File: config.mk
export PLATFORM = sky130hd
export DESIGN_NAME = instr_fetch_unit
export DESIGN_NICKNAME = d
export VERILOG_FILES = /design/src/rtl/instr_fetch_unit.sv
export SDC_FILE = /design/constraint.sdc
export NUM_CORES = 1
export LEC_CHECK = 0
export ABC_AREA = 1
export CAP_MARGIN = 20
export CORE_MARGIN = 1
export CORE_UTILIZATION = 51
export CTS_CLUSTER_DIAMETER = 80
export CTS_CLUSTER_SIZE = 24
export DETAILED_ROUTE_END_ITERATION = 12
export DONT_BUFFER_PORTS = 1
export PLACE_DENSITY = 0.67
export RECOVER_POWER = 50
export SETUP_SLACK_MARGIN = 0.15
export SLEW_MARGIN = 20
export SYNTH_ARGS = -nofsm -noshare
export SYNTH_HDL_FRONTEND = slang
export SYNTH_SLANG_ARGS = --single-unit
File: constraint.sdc
create_clock -name clk -period 9.82 [get_ports clk]
set_clock_uncertainty 0.15 [all_clocks]
set_input_delay 1.473 -clock clk [delete_from_list [all_inputs] [get_ports clk]]
set_output_delay 1.473 -clock clk [all_outputs]
set_load 0.02 [all_outputs]
File: src/rtl/instr_fetch_unit.sv
// Instruction fetch unit: issues word fetches to instruction memory and
// buffers in-order responses with their PCs for the decode stage.
// A credit check stops new requests while outstanding requests plus
// buffered entries already fill the buffer. Because of this, responses
// never need backpressure. A redirect flushes the buffer and marks every
// request still in flight as stale, so its response is dropped on arrival.
//
// Ports:
//   clk, rst            clock, synchronous active-high reset
//   imem_req_*          fetch request channel (valid/ready, byte address)
//   imem_rsp_*          in-order fetch responses, always accepted
//   redirect_*          branch/jump redirect with new PC
//   if_valid/if_ready   decode handshake
//   if_instr/if_pc      buffer head, NOP_INSTR/0 when the buffer is empty
module instr_fetch_unit #(
    parameter logic [31:0] RESET_PC   = 32'h0000_0000,
    parameter int unsigned FIFO_DEPTH = 2,
    parameter logic [31:0] NOP_INSTR  = 32'h0000_0013
) (
    input  logic        clk,
    input  logic        rst,
    output logic        imem_req_valid,
    input  logic        imem_req_ready,
    output logic [31:0] imem_req_addr,
    input  logic        imem_rsp_valid,
    input  logic [31:0] imem_rsp_data,
    input  logic        redirect_valid,
    input  logic [31:0] redirect_pc,
    output logic        if_valid,
    input  logic        if_ready,
    output logic [31:0] if_instr,
    output logic [31:0] if_pc
);

    localparam int unsigned PTR_W = $clog2(FIFO_DEPTH);
    localparam int unsigned CNT_W = PTR_W + 1;
    localparam int unsigned SUM_W = CNT_W + 1;

    logic [31:0]      fetch_pc;
    logic [CNT_W-1:0] outstanding;
    logic [CNT_W-1:0] discard;
    logic [CNT_W-1:0] fifo_count;
    logic [PTR_W-1:0] fifo_wr_ptr;
    logic [PTR_W-1:0] fifo_rd_ptr;
    logic [PTR_W-1:0] pcq_wr_ptr;
    logic [PTR_W-1:0] pcq_rd_ptr;
    logic [31:0]      fifo_instr [FIFO_DEPTH];
    logic [31:0]      fifo_pc    [FIFO_DEPTH];
    logic [31:0]      pcq_pc     [FIFO_DEPTH];

    logic [SUM_W-1:0] credit_used;
    logic             req_fire;
    logic             rsp_drop;
    logic             fifo_push;
    logic             fifo_pop;
    logic [1:0]       unused_redirect_lsb;

    assign unused_redirect_lsb = redirect_pc[1:0];

    // Request credit, handshake qualifiers and decode-side view of the buffer head
    always_comb begin
        credit_used    = SUM_W'(outstanding) + SUM_W'(fifo_count);
        imem_req_valid = !rst && !redirect_valid && (credit_used < SUM_W'(FIFO_DEPTH));
        imem_req_addr  = fetch_pc;
        req_fire       = imem_req_valid && imem_req_ready;
        rsp_drop       = imem_rsp_valid && (discard != '0);
        // A response landing in a redirect cycle is stale even if discard is zero
        fifo_push      = imem_rsp_valid && (discard == '0) && !redirect_valid;
        if_valid       = (fifo_count != '0);
        fifo_pop       = if_valid && if_ready && !redirect_valid;
        if_instr       = NOP_INSTR;
        if_pc          = 32'h0;
        if (if_valid) begin
            if_instr = fifo_instr[fifo_rd_ptr];
            if_pc    = fifo_pc[fifo_rd_ptr];
        end
    end

    // Fetch PC, credit counters and buffer pointers
    always_ff @(posedge clk) begin
        if (rst) begin
            fetch_pc    <= RESET_PC;
            outstanding <= '0;
            discard     <= '0;
            fifo_count  <= '0;
            fifo_wr_ptr <= '0;
            fifo_rd_ptr <= '0;
            pcq_wr_ptr  <= '0;
            pcq_rd_ptr  <= '0;
        end else begin
            if (redirect_valid) begin
                fetch_pc <= {redirect_pc[31:2], 2'b00};
            end else if (req_fire) begin
                fetch_pc <= fetch_pc + 32'd4;
            end

            outstanding <= outstanding + CNT_W'(req_fire) - CNT_W'(imem_rsp_valid);

            // After a redirect every request still in flight is stale, and that
            // includes requests that were already marked stale earlier
            if (redirect_valid) begin
                discard <= outstanding - CNT_W'(imem_rsp_valid);
            end else begin
                discard <= discard - CNT_W'(rsp_drop);
            end

            // PC queue tracks every in-flight request, stale or not
            if (req_fire) begin
                pcq_wr_ptr <= pcq_wr_ptr + PTR_W'(1);
            end
            if (imem_rsp_valid) begin
                pcq_rd_ptr <= pcq_rd_ptr + PTR_W'(1);
            end

            if (redirect_valid) begin
                fifo_count  <= '0;
                fifo_wr_ptr <= '0;
                fifo_rd_ptr <= '0;
            end else begin
                fifo_count <= fifo_count + CNT_W'(fifo_push) - CNT_W'(fifo_pop);
                if (fifo_push) begin
                    fifo_wr_ptr <= fifo_wr_ptr + PTR_W'(1);
                end
                if (fifo_pop) begin
                    fifo_rd_ptr <= fifo_rd_ptr + PTR_W'(1);
                end
            end
        end
    end

    // Storage arrays; contents are only meaningful under the counters above
    always_ff @(posedge clk) begin
        if (req_fire) begin
            pcq_pc[pcq_wr_ptr] <= fetch_pc;
        end
        if (fifo_push) begin
            fifo_instr[fifo_wr_ptr] <= imem_rsp_data;
            fifo_pc[fifo_wr_ptr]    <= pcq_pc[pcq_rd_ptr];
        end
    end

endmodule

==> out/summary.txt, run 1 <==
Gr usage total: 0.192
HP Start: fifo_rd_ptr
CP startpoint: fifo_count[1]
Sequential fraction of the synthesis area: 0.659
Layout cells sized above 1: 0.0878
CTS Buffer Depth: 3
Largest net degree at the start of global routing: 64
Die Wd: 140 um
Switching part of the total: 0.226
Final setup violation count: 0
Grt total ovfl: 0
Post-CTS Resized: 0
Most used DFF post-synth: edfxtp_1
DR vias: 5853
First-pass GRT wire length: 29100 um
Die Height: 140 um
Routed vias/inst: 5.35
Synth warnings: 0
Power Density: 179 nW/um^2
Clk root buf: clkbuf_16
Register bit count reported by yosys: 226
Final hold violations: 0
Antenna diodes: 0
WS Path Type: register to output port
Post-route non-filler standard cell count: 1095
RePlAce Congestion: 0.871
Seq. cell area: 6370 um^2
Slew Limit Fails: 154
Clock Latency Late Sink: 0.46 ns
Max_slew headroom: -0.879
First DRT Iteration DRCs: 369
Seq pwr share: 0.602
Fmax achieved: 0.173 GHz
Post-route setup TNS: 0 ns
DRC: 0
Fraction of registers with async set/reset: 0
CP Capture Type: output port
PortBufs: 0
Starting density of the core: 0.528
Clock-pin slew on the worst setup and hold paths: 0.09 ns
DR WL/cell: 17.1 um
Int Power: 0.00142 W
WP data required: 8.20 ns
Num ports: 168
Synth Instances: 869
Post-layout net count: 936
Hold Crit Class: register to register
First-pass DRT Iterations: 5
Clk network pwr share: 0.336
Min Clock Period, post-route: 5.78 ns
Max VDD drop: 0.0890 mV
Routed Wire Length: 18700 um
CTS H-tree depth: 1
Worst Path Arrival: 4.16 ns
Failing checks: max-capacitance violations, max-slew violations
Antenna-violating nets left: 0
Placement Rows: 49
Area contributors post-synth: edfxtp_1 57%, nand2_1 9.4%, dfxtp_1 8.7%
Worst-Margin Slew: 2.82 ns
DP Cell Count: 1071
CTS Buf Count: 14
Status: finished with violations
Max-cap check violation count: 4
Layout area overhead: 6.40%
Sw Pwr: 0.000417 W
Die area: 19500 um^2
Fill count: 1579
Synth area leader: edfxtp_1
CTS sink cnt: 226
DP HPWL: 12000 um
RSZ-0062 raised after global routing: no
CTS Hold Bufs: 0
Final core occ: 0.562
Critical R2R Launch: fifo_count[1]
Crit start category: register
Post-synth EDFFs: 184
Syn_area_per_cell: 11.1 um^2
Post-CTS Setup Bufs: 0
Post-synthesis cell area: 9650 um^2
Combinational power share: 0.062
Vias in the first global route: 5560
Crit path max fanout: 60
Initial antenna violation count: 0
Leak pwr: 3.58 nW
Core ar.: 18300 um^2
Multi-input combinational cell area: 2860 um^2
CTS tree: built
Period utilization: 0.589
Area share of the largest cell type after synthesis: 0.572
Unique masters post-synth: 39
registers in the layout (all words and copies together), names as in the netlist, named ones only:
signal,cells
pcq_pc,60
fifo_wr_ptr,1
imem_req_addr,30
fifo_instr,64
discard,2
fifo_rd_ptr,1
fifo_pc,60
fifo_count,2
outstanding,2
pcq_rd_ptr,1
pcq_wr_ptr,1
metal layers:
| layer | up-vias | wire length [um] | global-route usage |
|---|---|---|---|
| li1 | 2913 | - | - |
| met5 | - | 0 | 0 |
| met3 | 23 | 1420 | 0.0444 |
| met2 | 173 | 8710 | 0.326 |
| met4 | 0 | 308 | 0.0445 |
| met1 | 2744 | 8300 | 0.252 |
final timing paths:
check / end / slack [ns] / depth (start not counted)
max: if_instr[1] / 4.04 / 4
min: register / 0.33 / 2
max reg2reg: fifo_count[1] / 4.84 / 11
min reg2reg: register / 0.33 / 2
power by group through the flow:
| stage | clock [W] | sequential, W | combinational (W) |
|---|---|---|---|
| after floorplan | 0 | 0.00112 | 0.0000995 |
| after global placement | 0 | 0.00113 | 0.000115 |
| after detailed placement | 0 | 0.00113 | 0.000117 |
| after CTS | 0.000631 | 0.00111 | 0.000118 |
| after global routing | 0.000669 | 0.00111 | 0.000127 |
| final | 0.000619 | 0.00111 | 0.000113 |
final cells by class:
type                            instances  share of cell area
Sequential cell                       226               0.620
Multi-Input combinational cell        540               0.279
Clock buffer                           19              0.0380
Tap cell                              229              0.0279
Inverter                               69              0.0253
Clock inverter                          5             0.00658
Timing Repair Buffer                    7             0.00365
cell families after synthesis:
kind of cell | after synthesis | share of synthesized area
and+or+nand+nor | 363 | 0.169
DFF | 226 | 0.659
AOI/OAI and AO/OA | 124 | 0.0690
buffers and inverters | 106 | 0.0458
muxes | 30 | 0.0350
xor gates and xnor gates | 11 | 0.00998
adders and majority gates | 8 | 0.0111
other | 1 | 0.000388
per-stage QoR:
step                      hold slack, ns  setup WS, ns  instance area [um^2]  power (W)
after CTS                          0.330          5.47                 10300    0.00186
after detailed placement           0.311          5.93                  9850    0.00125
after floorplan                    0.297          4.85                  9660    0.00122
final                              0.325          4.04                 10300    0.00184
after global placement             0.302          5.92                  9850    0.00125
after global routing               0.373          3.69                 10300    0.00191
worst max-delay path, cell delays in order (launching register included):
cell	delay [ns]
dfxtp_1	0.38
nor2_4	0.09
clkbuf_1	1.98
inv_1	0.74
nand3_1	0.48
cell usage in the layout, fill, tap and decap left out, types with 5 or more instances in the layout:
cell and n:
nand2_1 244, edfxtp_1 184, a21oi_1 81, inv_1 64, dfxtp_1 41, nand3_1 37, nor2_1 33, mux2_1 26
o21ai_0 19, nor2_4 15, clkbuf_16 15, nand2_2 11, a31oi_1 8, o21ai_1 8, xnor2_1 8, clkbuf_1 8
ha_1 7, nor2_2 5, a21oi_2 5
cell usage after synthesis, types with 3 or more instances:
library cell	number
nand2_1	243
edfxtp_1	184
a21oi_1	79
inv_1	62
dfxtp_1	42
nor2_1	38
nand3_1	36
mux2_2	30
clkbuf_1	21
o21ai_0	19
nand2_2	12
nor2_4	12
a31oi_1	8
buf_2	8
o21ai_1	8
xnor2_1	8
a21oi_2	7
ha_1	7
inv_2	6
buf_4	5
nand3_2	4
and2_1	3
nor2_2	3
xor2_1	3
(Power assumes the default switching activity.)
==> run 2, diff against run 1 <==
==> constraint.sdc (replaced) <==
create_clock -name clk -period 6 [get_ports clk]
set_clock_uncertainty 0.15 [all_clocks]
set_input_delay 0.9 -clock clk [delete_from_list [all_inputs] [get_ports clk]]
set_output_delay 0.9 -clock clk [all_outputs]
set_load 0.02 [all_outputs]
==> run 2 against run 1 <==
Net effect: largest cell class unchanged; clock power is 62% higher; worst setup slack lost 2.1 ns; clock-buffer cell count shrank 3; worst hold slack got worse by 0.0054 ns; register-to-register slack worse by 2.8 ns; routed wire length is 0.60% lower; core utilization barely moved; combinational power up 64%; die area stayed put; power up 63%; the run still ends with max-capacitance violations, max-slew violations left.
==> out/summary.txt, run 2 (synthesis results as in run 1) <==
Gr usage total: 0.190 (-0.00286)
Routed vias/inst: 5.30 (-0.80%)
Seq pwr share: 0.605 (+0.003)
Antenna-violating nets left: 0 (unchanged)
CP top delay family: simple AND/OR/NAND/NOR gates
Max-cap check violation count: 2 (-2)
Layout area overhead: 6.49% (about the same)
Placement Rows: 49 (unchanged)
Core ar.: 18300 um^2 (unchanged)
Largest net degree at the start of global routing: 64 (unchanged)
Final setup violation count: 0 (unchanged)
First-pass GRT wire length: 28700 um (-1.6%)
Critical R2R Launch: discard[0]
Clock Latency Late Sink: 0.47 ns (about the same)
Reg2Reg Setup Slack: 2.08 ns (-2.76 ns)
Layout cells sized above 1: 0.0973 (+0.00958)
WS Path Type: input port to register
WP data required: 5.97 ns (-2.23 ns)
DRC: 0 (unchanged)
CTS sink cnt: 226 (unchanged)
Setup WS pre-CTS: 2.73 ns (-3.19 ns)
Most common cell after layout, fill and taps aside: nand2_1
Die Wd: 140 um (unchanged)
Post-route setup TNS: 0 ns (unchanged)
Starting density of the core: 0.528 (unchanged)
Int Power: 0.00232 W (+63%)
R2R depth: 4 (-7)
Status: finished with violations
CTS H-tree depth: 1 (unchanged)
CP Capture Type: register
Die Height: 140 um (unchanged)
Reg with most FFs: fifo_instr
RSZ-0062 raised after global routing: no
Clk network pwr share: 0.334 (-0.002)
Antenna diodes: 0 (unchanged)
CTS tree: built
Switching part of the total: 0.226 (-0.000710)
Post-CTS Resized: 0 (unchanged)
Crit path max fanout: 32 (-47%)
DR vias: 5790 (-1.1%)
Combinational power share: 0.062 (about the same)
CTS Buffer Depth: 3 (unchanged)
CTS Buf Count: 14 (unchanged)
Hold Crit Class: register to register
Post-CTS Setup Bufs: 0 (unchanged)
Critical path's largest stage delay: 2.00 ns (+0.02 ns)
Initial antenna violation count: 0 (unchanged)
DP Cell Count: 1071 (unchanged)
Period utilization: 0.682
DR WL/cell: 17.1 um (-0.33%)
PortBufs: 0 (unchanged)
Commonest cells after routing, fill and taps aside: 243 x nand2_1, 184 x edfxtp_1, 79 x a21oi_1, 63 x inv_1, 41 x dfxtp_1
Fmax achieved: 0.244 GHz
Num ports: 168 (unchanged)
Min Clock Period, post-route: 4.09 ns
HP Start: fifo_rd_ptr
Max reg flops: 64 (unchanged)
Regs by FF count: fifo_instr: 64 flops, fifo_pc: 60 flops, pcq_pc: 60 flops
Max_slew headroom: -0.758 (+0.121)
First DRT Iteration DRCs: 324 (-12%)
Max VDD drop: 0.153 mV (+72%)
Fin worst setup slack: 1.91 ns (-2.13 ns)
Grt total ovfl: 0 (unchanged)
CP cell instances: inv_1 > nand3_1 > nor2_1 > buf_4
Worst-Margin Slew: 2.63 ns (-0.191 ns)
Clock-pin slew on the worst setup and hold paths: 0.08 ns (about the same)
DP HPWL: 12100 um (+1.0%)
Final hold violations: 0 (unchanged)
WHS Path Cells: 2 (unchanged)
Routed Wire Length: 18600 um (-0.60%)
RePlAce Congestion: 0.871 (about the same)
Die area: 19500 um^2 (unchanged)
Reg-to-Reg End: fifo_instr[0][7]
CTS Hold Bufs: 0 (unchanged)
Failing checks: max-capacitance violations, max-slew violations
Critical-path top delay cell: nor2_1
Post-layout net count: 936 (unchanged)
Worst Path Arrival: 4.07 ns (-0.09 ns)
Crit start category: input port
Post-route non-filler standard cell count: 1092 (-0.27%)
Leak pwr: 3.58 nW (about the same)
First-pass DRT Iterations: 5 (unchanged)
Sw Pwr: 0.000677 W (+62%)
Slew Limit Fails: 63 (-59%)
Power Density: 292 nW/um^2 (+63%)
Clk root buf: clkbuf_16
CP bufs+invs: 2 (unchanged)
Vias in the first global route: 5412 (-2.7%)
-- run 2: cell types whose count changed in the layout (fill, tap and decap cells not counted), sizes merged --
cell      delta
inv          -3
clkbuf       -6
buf          +3
clkinvlp     +1
clkinv       +2
-- run 2: cell type report --
| cell class | count | area, um^2 |
|---|---|---|
| Multi-Input combinational cell | 540 | 2860 |
| Tap cell | 229 | 287 |
| Sequential cell | 226 | 6370 |
| Fill cell | 1522 | 7990 |
| Inverter | 69 | 260 |
| Clock inverter | 5 | 73.8 |
| Timing Repair Buffer | 7 | 48.8 |
| Clock buffer | 16 | 379 |
-- run 2: worst max-delay path by stage --
stage | from | slack, ns | depth (start not counted) | to
final | redirect_valid | 1.91 | 4 | fifo_instr[0][7]
after global routing | redirect_valid | 1.56 | 4 | fifo_instr[0][10]
after CTS | register | 2.20 | 4 | if_pc[12]
after detailed placement | register | 2.73 | 4 | if_pc[12]
after global placement | register | 2.75 | 4 | if_pc[14]
after floorplan | redirect_valid | 1.60 | 3 | fifo_instr[0][0]
-- run 2: worst register-to-register path, delay by kind of cell (launching register included) --
| kind | cells | cell delay (ns) |
|---|---|---|
| flip-flops | 1 | 0.33 |
| AND/OR/NAND/NOR | 3 | 2.42 |
| buffers and inverters | 1 | 0.66 |
-- run 2: through the flow --
stage                     hold WS, ns   util  area, um^2  total power [W]
after detailed placement        0.309  0.539        9850          0.00204
after global routing            0.314  0.563       10300          0.00312
after global placement          0.304  0.539        9850          0.00204
after floorplan                 0.297      -        9660          0.00200
after CTS                       0.311  0.564       10300          0.00304
final                           0.320  0.563       10300          0.00300
-- run 2: routing by layer --
metal	track usage	wire length, um	vias up
met3	0.0509	1460	21
met5	0	0	-
met2	0.313	8730	170
met1	0.250	8030	2693
li1	-	-	2906
met4	0.0463	400	0
-- run 2: power by group through the flow --
stage / clock [W] / combinational (W) / sequential, W
finish: 0.00100 / 0.000185 / 0.00181
global route: 0.00108 / 0.000209 / 0.00182
CTS: 0.00103 / 0.000193 / 0.00181
detailed placement: 0 / 0.000192 / 0.00185
global placement: 0 / 0.000189 / 0.00185
floorplan: 0 / 0.000163 / 0.00184
